`src/rtl/alu_pkg.sv`:
```
// Shared definitions for the ALU command front end: opcode values,
// response error codes, sequencer state encoding and the command screen.
package alu_pkg;

    localparam logic [3:0] OP_MUL  = 4'b0000;
    localparam logic [3:0] OP_DIV  = 4'b0001;
    localparam logic [3:0] OP_MOD  = 4'b0010;
    localparam logic [3:0] OP_ADD  = 4'b0011;
    localparam logic [3:0] OP_SUB  = 4'b0100;
    localparam logic [3:0] OP_LAST = OP_SUB;

    typedef enum logic [1:0] {
        ERR_OK    = 2'b00,
        ERR_DIV0  = 2'b01,
        ERR_ILLOP = 2'b10
    } err_t;

    typedef enum logic [1:0] {
        ST_IDLE = 2'b00,
        ST_WAIT = 2'b01,
        ST_RESP = 2'b10
    } state_t;

    // An illegal opcode takes priority over a zero divisor, so a bad opcode
    // with Q==0 still reports the opcode problem.
    function automatic err_t screen_cmd(input logic [3:0] op, input logic q_is_zero);
        if (op > OP_LAST) begin
            return ERR_ILLOP;
        end else if (((op == OP_DIV) || (op == OP_MOD)) && q_is_zero) begin
            return ERR_DIV0;
        end else begin
            return ERR_OK;
        end
    endfunction

endpackage

```
`src/rtl/alu_cmd_fifo.sv`:
```
// Two-entry command FIFO placed ahead of the sequencer FSM.
// Only instantiated when CMD_QUEUE_EN is defined. A push while full is
// accepted when a pop happens in the same cycle.
module alu_cmd_fifo #(
    parameter int W = 36
) (
    input  logic         clk,
    input  logic         rst_n,
    input  logic         push,
    input  logic [W-1:0] push_data,
    input  logic         pop,
    output logic [W-1:0] head,
    output logic         empty,
    output logic         full
);

    logic [W-1:0] mem [2];
    logic         wr_ptr;
    logic         rd_ptr;
    logic [1:0]   count;
    logic         do_push;
    logic         do_pop;

    assign empty   = (count == 2'd0);
    assign full    = (count == 2'd2);
    assign do_pop  = pop && !empty;
    assign do_push = push && (!full || do_pop);
    assign head    = mem[rd_ptr];

    // Pointer and occupancy bookkeeping; reset empties the queue.
    always_ff @(posedge clk) begin
        if (!rst_n) begin
            wr_ptr <= 1'b0;
            rd_ptr <= 1'b0;
            count  <= 2'd0;
        end else begin
            if (do_push) begin
                wr_ptr <= ~wr_ptr;
            end
            if (do_pop) begin
                rd_ptr <= ~rd_ptr;
            end
            if (do_push && !do_pop) begin
                count <= count + 2'd1;
            end else if (do_pop && !do_push) begin
                count <= count - 2'd1;
            end
        end
    end

    // Entry storage needs no reset since occupancy guards every read.
    always_ff @(posedge clk) begin
        if (do_push) begin
            mem[wr_ptr] <= push_data;
        end
    end

endmodule

```
`src/rtl/alu_cmd_sequencer.sv`:
```
// Command-side front end for the combinational ALU. Screens each command,
// drives registered operands to the ALU, waits SETTLE_CYCLES and returns
// the captured result with an error code.
// Build option: define CMD_QUEUE_EN to add a 2-entry command FIFO so the
// host can queue commands while a previous one is still in flight.
module alu_cmd_sequencer
    import alu_pkg::*;
#(
    parameter int OPW           = 16,
    parameter int RESW          = 32,
    parameter int SETTLE_CYCLES = 2
) (
    input  logic            clk,
    input  logic            rst_n,
    input  logic            cmd_valid,
    output logic            cmd_ready,
    input  logic [OPW-1:0]  cmd_p,
    input  logic [OPW-1:0]  cmd_q,
    input  logic [3:0]      cmd_op,
    output logic [OPW-1:0]  alu_p,
    output logic [OPW-1:0]  alu_q,
    output logic [3:0]      alu_op,
    input  logic [RESW-1:0] alu_result,
    output logic            rsp_valid,
    input  logic            rsp_ready,
    output logic [RESW-1:0] rsp_data,
    output logic [1:0]      rsp_err,
    output logic            busy
);

    state_t         state;
    state_t         state_nxt;
    logic [3:0]     count;
    logic           take;
    logic [OPW-1:0] in_p;
    logic [OPW-1:0] in_q;
    logic [3:0]     in_op;
    err_t           in_err;

`ifdef CMD_QUEUE_EN
    localparam int FW = 2 * OPW + 4;

    logic          fifo_empty;
    logic          fifo_full;
    logic [FW-1:0] fifo_head;

    assign cmd_ready = !fifo_full;
    assign take      = (state == ST_IDLE) && !fifo_empty;
    assign {in_op, in_q, in_p} = fifo_head;

    alu_cmd_fifo #(
        .W(FW)
    ) u_fifo (
        .clk       (clk),
        .rst_n     (rst_n),
        .push      (cmd_valid && !fifo_full),
        .push_data ({cmd_op, cmd_q, cmd_p}),
        .pop       (take),
        .head      (fifo_head),
        .empty     (fifo_empty),
        .full      (fifo_full)
    );
`else
    assign cmd_ready = (state == ST_IDLE);
    assign take      = cmd_valid && (state == ST_IDLE);
    assign in_p      = cmd_p;
    assign in_q      = cmd_q;
    assign in_op     = cmd_op;
`endif

    assign in_err    = screen_cmd(in_op, (in_q == '0));
    assign rsp_valid = (state == ST_RESP);
    assign busy      = (state != ST_IDLE);

    // State register.
    always_ff @(posedge clk) begin
        if (!rst_n) begin
            state <= ST_IDLE;
        end else begin
            state <= state_nxt;
        end
    end

    // Next-state decode: bad commands skip the settle wait entirely.
    always_comb begin
        state_nxt = state;
        case (state)
            ST_IDLE: begin
                if (take) begin
                    state_nxt = (in_err == ERR_OK) ? ST_WAIT : ST_RESP;
                end
            end
            ST_WAIT: begin
                if (count == 4'd0) begin
                    state_nxt = ST_RESP;
                end
            end
            ST_RESP: begin
                if (rsp_ready) begin
                    state_nxt = ST_IDLE;
                end
            end
            default: state_nxt = ST_IDLE;
        endcase
    end

    // Datapath: ALU operand issue, settle countdown and response capture.
    // The response registers are only written on the way into RESP, so
    // they stay stable while the consumer back-pressures.
    always_ff @(posedge clk) begin
        if (!rst_n) begin
            alu_p    <= '0;
            alu_q    <= '0;
            alu_op   <= 4'd0;
            count    <= 4'd0;
            rsp_data <= '0;
            rsp_err  <= ERR_OK;
        end else begin
            case (state)
                ST_IDLE: begin
                    if (take) begin
                        if (in_err == ERR_OK) begin
                            alu_p  <= in_p;
                            alu_q  <= in_q;
                            alu_op <= in_op;
                            count  <= 4'(SETTLE_CYCLES - 1);
                        end else begin
                            rsp_data <= '0;
                            rsp_err  <= in_err;
                        end
                    end
                end
                ST_WAIT: begin
                    if (count != 4'd0) begin
                        count <= count - 4'd1;
                    end else begin
                        rsp_data <= alu_result;
                        rsp_err  <= ERR_OK;
                    end
                end
                default: begin
                end
            endcase
        end
    end

endmodule

```
`config.mk`:
```
export PLATFORM = sky130hd
export DESIGN_NAME = alu_cmd_sequencer
export DESIGN_NICKNAME = d
export VERILOG_FILES = /design/src/rtl/alu_pkg.sv /design/src/rtl/alu_cmd_fifo.sv /design/src/rtl/alu_cmd_sequencer.sv
export SDC_FILE = /design/constraint.sdc
export NUM_CORES = 1
export LEC_CHECK = 0
export ABC_AREA = 1
export BUFFER_PORTS_ARGS = -buffer_cell sky130_fd_sc_hd__buf_4
export CORE_MARGIN = 4
export CORE_UTILIZATION = 43
export CTS_CLUSTER_SIZE = 16
export DETAILED_ROUTE_END_ITERATION = 7
export PLACE_DENSITY = 0.88
export SKIP_LAST_GASP = 1
export SLEW_MARGIN = 20
export SYNTH_ARGS = -nofsm -noshare
export SYNTH_HDL_FRONTEND = slang
export SYNTH_SLANG_ARGS = --single-unit
```
`constraint.sdc`:
```
create_clock -name clk -period 1.55 [get_ports clk]
set_clock_uncertainty 0.2 [all_clocks]
set_input_delay 0.2325 -clock clk [delete_from_list [all_inputs] [get_ports clk]]
set_output_delay 0.2325 -clock clk [all_outputs]
set_load 0.03 [all_outputs]
```
### After elaboration in Yosys (flattened, before gate mapping)

Index checks and enable logic that the tools add are counted.

| cells by class | value |
|---|---|
| $add $sub $neg | 1 |
| reduce and logical (&&, ||, !) cells | 14 |
| eq/ne operators | 11 |
| magnitude comparators | 1 |
| multiplexer cells | 19 |

Operators with widths:

| cell | count |
|---|---|
| $mux 32 | 3 |
| $pmux 32 s2 | 1 |
| $logic_not 16->1 | 1 |
| $mux 2 | 8 |
| $mux 4 | 3 |
| $ne 2x2->1 const B | 4 |
| $pmux 4 s2 | 1 |
| $reduce_and 4->1 | 2 |
| $ne 2x1->1 const B | 3 |
| $pmux 2 s3 | 1 |
| $reduce_and 3->1 | 2 |
| $eq 4x1->1 const B | 1 |
| $eq 4x2->1 const B | 1 |
| $gt 4x3->1 const B | 1 |
| $logic_not 2->1 | 2 |
| $logic_not 4->1 | 1 |
| $pmux 2 s2 | 1 |
| $reduce_bool 2->1 | 2 |
| $reduce_bool 4->1 | 1 |
| $sub 4x1->4 const B | 1 |
| $eq 2x1->1 const B | 1 |
| $eq 2x2->1 const B | 1 |
| $logic_and 1x1->1 | 2 |
| $logic_or 1x1->1 | 1 |
| $mux 1 | 1 |

| storage, ports and cells | value |
|---|---|
| output and inout port bits | 73 |
| logic and storage cells | 53 |
| register bits | 76 |

### Depth between registers and ports, before layout

| logic depth | value |
|---|---|
| depth in word-level cells | 9 |
| depth in mapped cells | 11 |

### Worst setup path before layout

Ideal clock, no wire load.

| timing path | value |
|---|---|
| kind | reg2reg |
| start | reg state[0] |
| end | reg rsp_data[0] |
| cell stages (with the launch flop) | 10 |
| path slack | -0.124 ns |
| period minus slack after synthesis | 1.674 ns |
| setup time | 0.112 ns |
| buffers on the path | 1 |
| arrival | 1.362 ns |
| cells stage by stage | dfxtp_1 -> inv_1 -> nand2_2 -> inv_1 -> nand3_4 -> nand2_2 -> inv_4 -> buf_6 -> nor2_1 -> nor2_1 |

| between the ends | value |
|---|---|
| cells in the longest elaborated chain, start to end | 4 |
| elaborated cells between the ends (all ways) | 9 |
| classes of those cells | eq/ne (4); mux (1); reduce/logical (4) |

Ends and longest elaborated chain:

| element | line | text |
|---|---|---|
| from (decl) | alu_cmd_sequencer.sv:31 | `state_t state;` |
| from (signal assigned) | alu_cmd_sequencer.sv:80 | `state <= state_nxt;` |
| $logic_not 2->1 * | n/a |  |
| via cmd_ready | alu_cmd_sequencer.sv:16 | `output logic cmd_ready,` |
| $logic_and 1x1->1 | alu_cmd_sequencer.sv:65 | `assign take = cmd_valid && (state == ST_IDLE);` |
| $ne 2x1->1 (no source line) | n/a |  |
| $reduce_and 4->1 (no source line) | n/a |  |
| to (signal assigned) | alu_cmd_sequencer.sv:137 | `rsp_data <= alu_result;` |
| to (decl) | alu_cmd_sequencer.sv:26 | `output logic [RESW-1:0] rsp_data,` |

The timed path passes the listed nets; every way through them passes the cells marked *.
A chain may end at the register's enable or synchronous reset.

### Final worst setup path

| timing path | value |
|---|---|
| start | reg count[0] |
| end | reg rsp_data[17] |

| between the ends | value |
|---|---|
| cells in the longest elaborated chain, start to end | 3 |

Ends and longest elaborated chain:

| element | line | text |
|---|---|---|
| from (decl) | alu_cmd_sequencer.sv:33 | `logic [3:0] count;` |
| from (signal assigned) | alu_cmd_sequencer.sv:126 | `count <= 4'(SETTLE_CYCLES - 1);` |
| from (signal assigned) | alu_cmd_sequencer.sv:135 | `count <= count - 4'd1;` |
| $reduce_bool 4->1 | alu_cmd_sequencer.sv:134 | `if (count != 4'd0) begin` |
| $ne 2x2->1 (no source line) | n/a |  |
| $reduce_and 4->1 (no source line) | n/a |  |

Every way passes these cells.

==> impl_metrics.yaml <==
yosys:
  syn-instance-count: 462
  synth_top_area_share: 0.4625
  synthAdderAreaFrac: 0.007607
  synth_area_per_cell_um2: 7.120
  synth_cell_types: 24
  yosys.cell_count.top_type: "nand2_1"
  synth_top_cell_by_area: "dfxtp_1"
  syn_area_mm2: 0.003289
  synth_top_family_by_area: "simple AND/OR/NAND/NOR gates"
  synth_common_cells: "nand2_1 (115), nor2_1 (88), dfxtp_1 (76)"
  ys_ff_latch: 76
  synth_edf_count: 0
  synth-warning-count: 0
  yosysSeqAreaShare: 0.4625
  synth_nets: 536
  synthFlopType: "dfxtp_1"
  synth_compound_area_frac: 0.06695
  yosys.area_share.simple: 0.3887
  muxShareOfSynthArea: 0
  netlist_top_cells_area: "dfxtp_1 (46%), nand2_1 (13%), nor2_1 (10%)"
  synth-async-reset-ratio: 0
  synthXorXnorAreaFrac: 0.005325
run_status:
  violations: "setup timing"
  outcome: "finished with violations"
critical_path:
  end_kind: "register"
  ff2ff_path_depth: 10
  worstPathArrival_ns: 1.68
  critical_path.startpoint_type: "register"
  required_ns: 1.59
  cp_max_fo: 6
  path_class: "register to register"
clocking:
  cts_tree: "done"
  path_clk_slew_ns: 0.08
  cts_num_sinks: 76
  cts_root_buf: "clkbuf_8"
  cts_buffer_depth: 2
  cts_inserted_buffers: 9
  clock_latency_ns: 0.33
  h-tree-depth: 3
timing:
  rsz0062_at_grt: "true"
  slew_headroom: 0.7609
  holdWs_ns: 0.02908
  report.final.hold_viol_count: 0
  fin_ws_ns: -0.09533
  worst_pin_slew_ns: 0.3586
  finalCritPeriodShare: 1.062
  fmax_mhz: 607.8
  slew_violations: 0
  min_period_ns: 1.645
  setup_violations: 53
finish:
  nets: 736
  fin_util: 0.7926
  seq_area_mm2: 0.001526
  area_delta_synth_final_pct: 76.65
  antenna_cells: 0
  layout-drive-gt1-share: 0.4436
  fillCellCount: 431
  multiInputGateArea_mm2: 0.001934
job:
  drv_cap: 0
routing:
  drt_wl_total_mm: 13.17
  ant_nets: 0
  firstDrtPassIters: 5
  viasPerCell: 5.507
  drt_iter0_drc: 367
  wire_per_inst_um: 17.24
  dr_total_vias: 4207
  drc: 0
floorplanning:
  die-area_mm2: 0.009114
  start_util: 0.4487
  io_pins: 145
  fp.dieH_um: 95.47
  core.rowCount: 31
  core_mm2: 0.007331
  dieWidth_um: 95.47
power:
  fin_total_pwr_mw: 5.401
  p_leak_nw: 2.591
  p_per_area_mw_per_mm2: 929.5
  peakVddDrop_v: 0.0005715
global_route:
  grt_pass1_vias: 3710
  grt_max_degree: 41
  grt-ovfl-total: 0
  grt_util_all_layers: 0.2328
  antenna_found_initial: 0
  grt_first_pass_wirelength_mm: 16.95
place:
  port_buffers: 144
  dp_hpwl_mm: 7.179
  gp_congestion: 0.8429
  pre_cts_ws_ns: -0.1948
min_path:
  hp-class: "input pin to register"
  hold_depth: 3
[area by class of cell]
cell class,instances,area share
clock buffers,12,0.02498
clock inverters,2,0.002153
inverters,16,0.01443
multi-input cells,337,0.3329
flip-flops and latches,76,0.2627
well taps,99,0.02132
repair buffers,222,0.3415
[metal layers]
metal / up-vias / routed length [um] / GRT usage / share of wire
li1: 1917 / - / - / -
met2: 256 / 6947 / 0.4379 / 0.53
met4: 0 / 582 / 0.08649 / 0.044
met1: 1968 / 4698 / 0.2577 / 0.36
met3: 66 / 942 / 0.04341 / 0.072
met5: - / 0 / 0 / 0
[flip-flops by register name, indices dropped and copies added (netlist names)]
name / flops
alu_p: 16
count: 4
alu_q: 16
rsp_err: 2
rsp_data: 32
alu_op: 4
state: 2
[layout by cell type (no fill, tap or decap), drive strengths merged]
master and n:
nand3 44, o21a 1, o21ai 1, nor3 2
nand2 119, xnor2 2, buf 186, inv 14
nor2 90, clkbuf 18, clkinvlp 2, ha 2
dlygate4sd3 30, a21oi 40, dfxtp 76, o21bai 1
nand4 35, clkinv 2
[critical path, cell delays in order (launching register included)]
cell and delay (ns):
dfxtp_2 0.34, inv_2 0.05, ha_4 0.16, nand2_4 0.07
nand2_4 0.06, o21a_4 0.14, nand2_4 0.11, clkinv_8 0.09
buf_12 0.15, nor2_1 0.11, nor2_1 0.06
[power breakdown]
part | internal, mW | switching, mW
Combinational | 0.837 | 1.02
Sequential | 2.10 | 0.133
Clock | 0.608 | 0.698
[timing repair]
item / CTS / global route
hold buffers: 30 / 0
endpoints found under the setup margin: 64 / 77
cloned: 0 / 8
buffers inserted: 2 / 3
gates resized for setup: 8 / 120
pin swaps: 1 / 10
hold endpoints to repair: 30 / 0
[cell families after synthesis]
logic type      after synthesis
buf+inv                      50
xor+xnor                      2
flops                        76
simple gates                289
compound gates               43
fa+ha+maj                     2
[stage by stage]
step	TNS (ns)	instance area [um^2]	cells
final	-2.349	5811	764
after detailed placement	-10.06	4698	708
after global placement	-6.121	4698	708
after global routing	-6.812	5811	764
after CTS	-0.7064	5189	753
after floorplan	-1.451	3318	462
[path summary, 6_finish.rpt]
kind | to | startpoint | slack (ns)
worst max-delay path | rsp_data[17] | count[0] | -0.1
worst min-delay path | alu_op[1] | cmd_op[1] | 0.03
worst max register to register | rsp_data[17] | count[0] | -0.1
worst min register to register | alu_q[11] | alu_q[11] | 0.26
No activity file was read; power rests on OpenSTA's default activity.
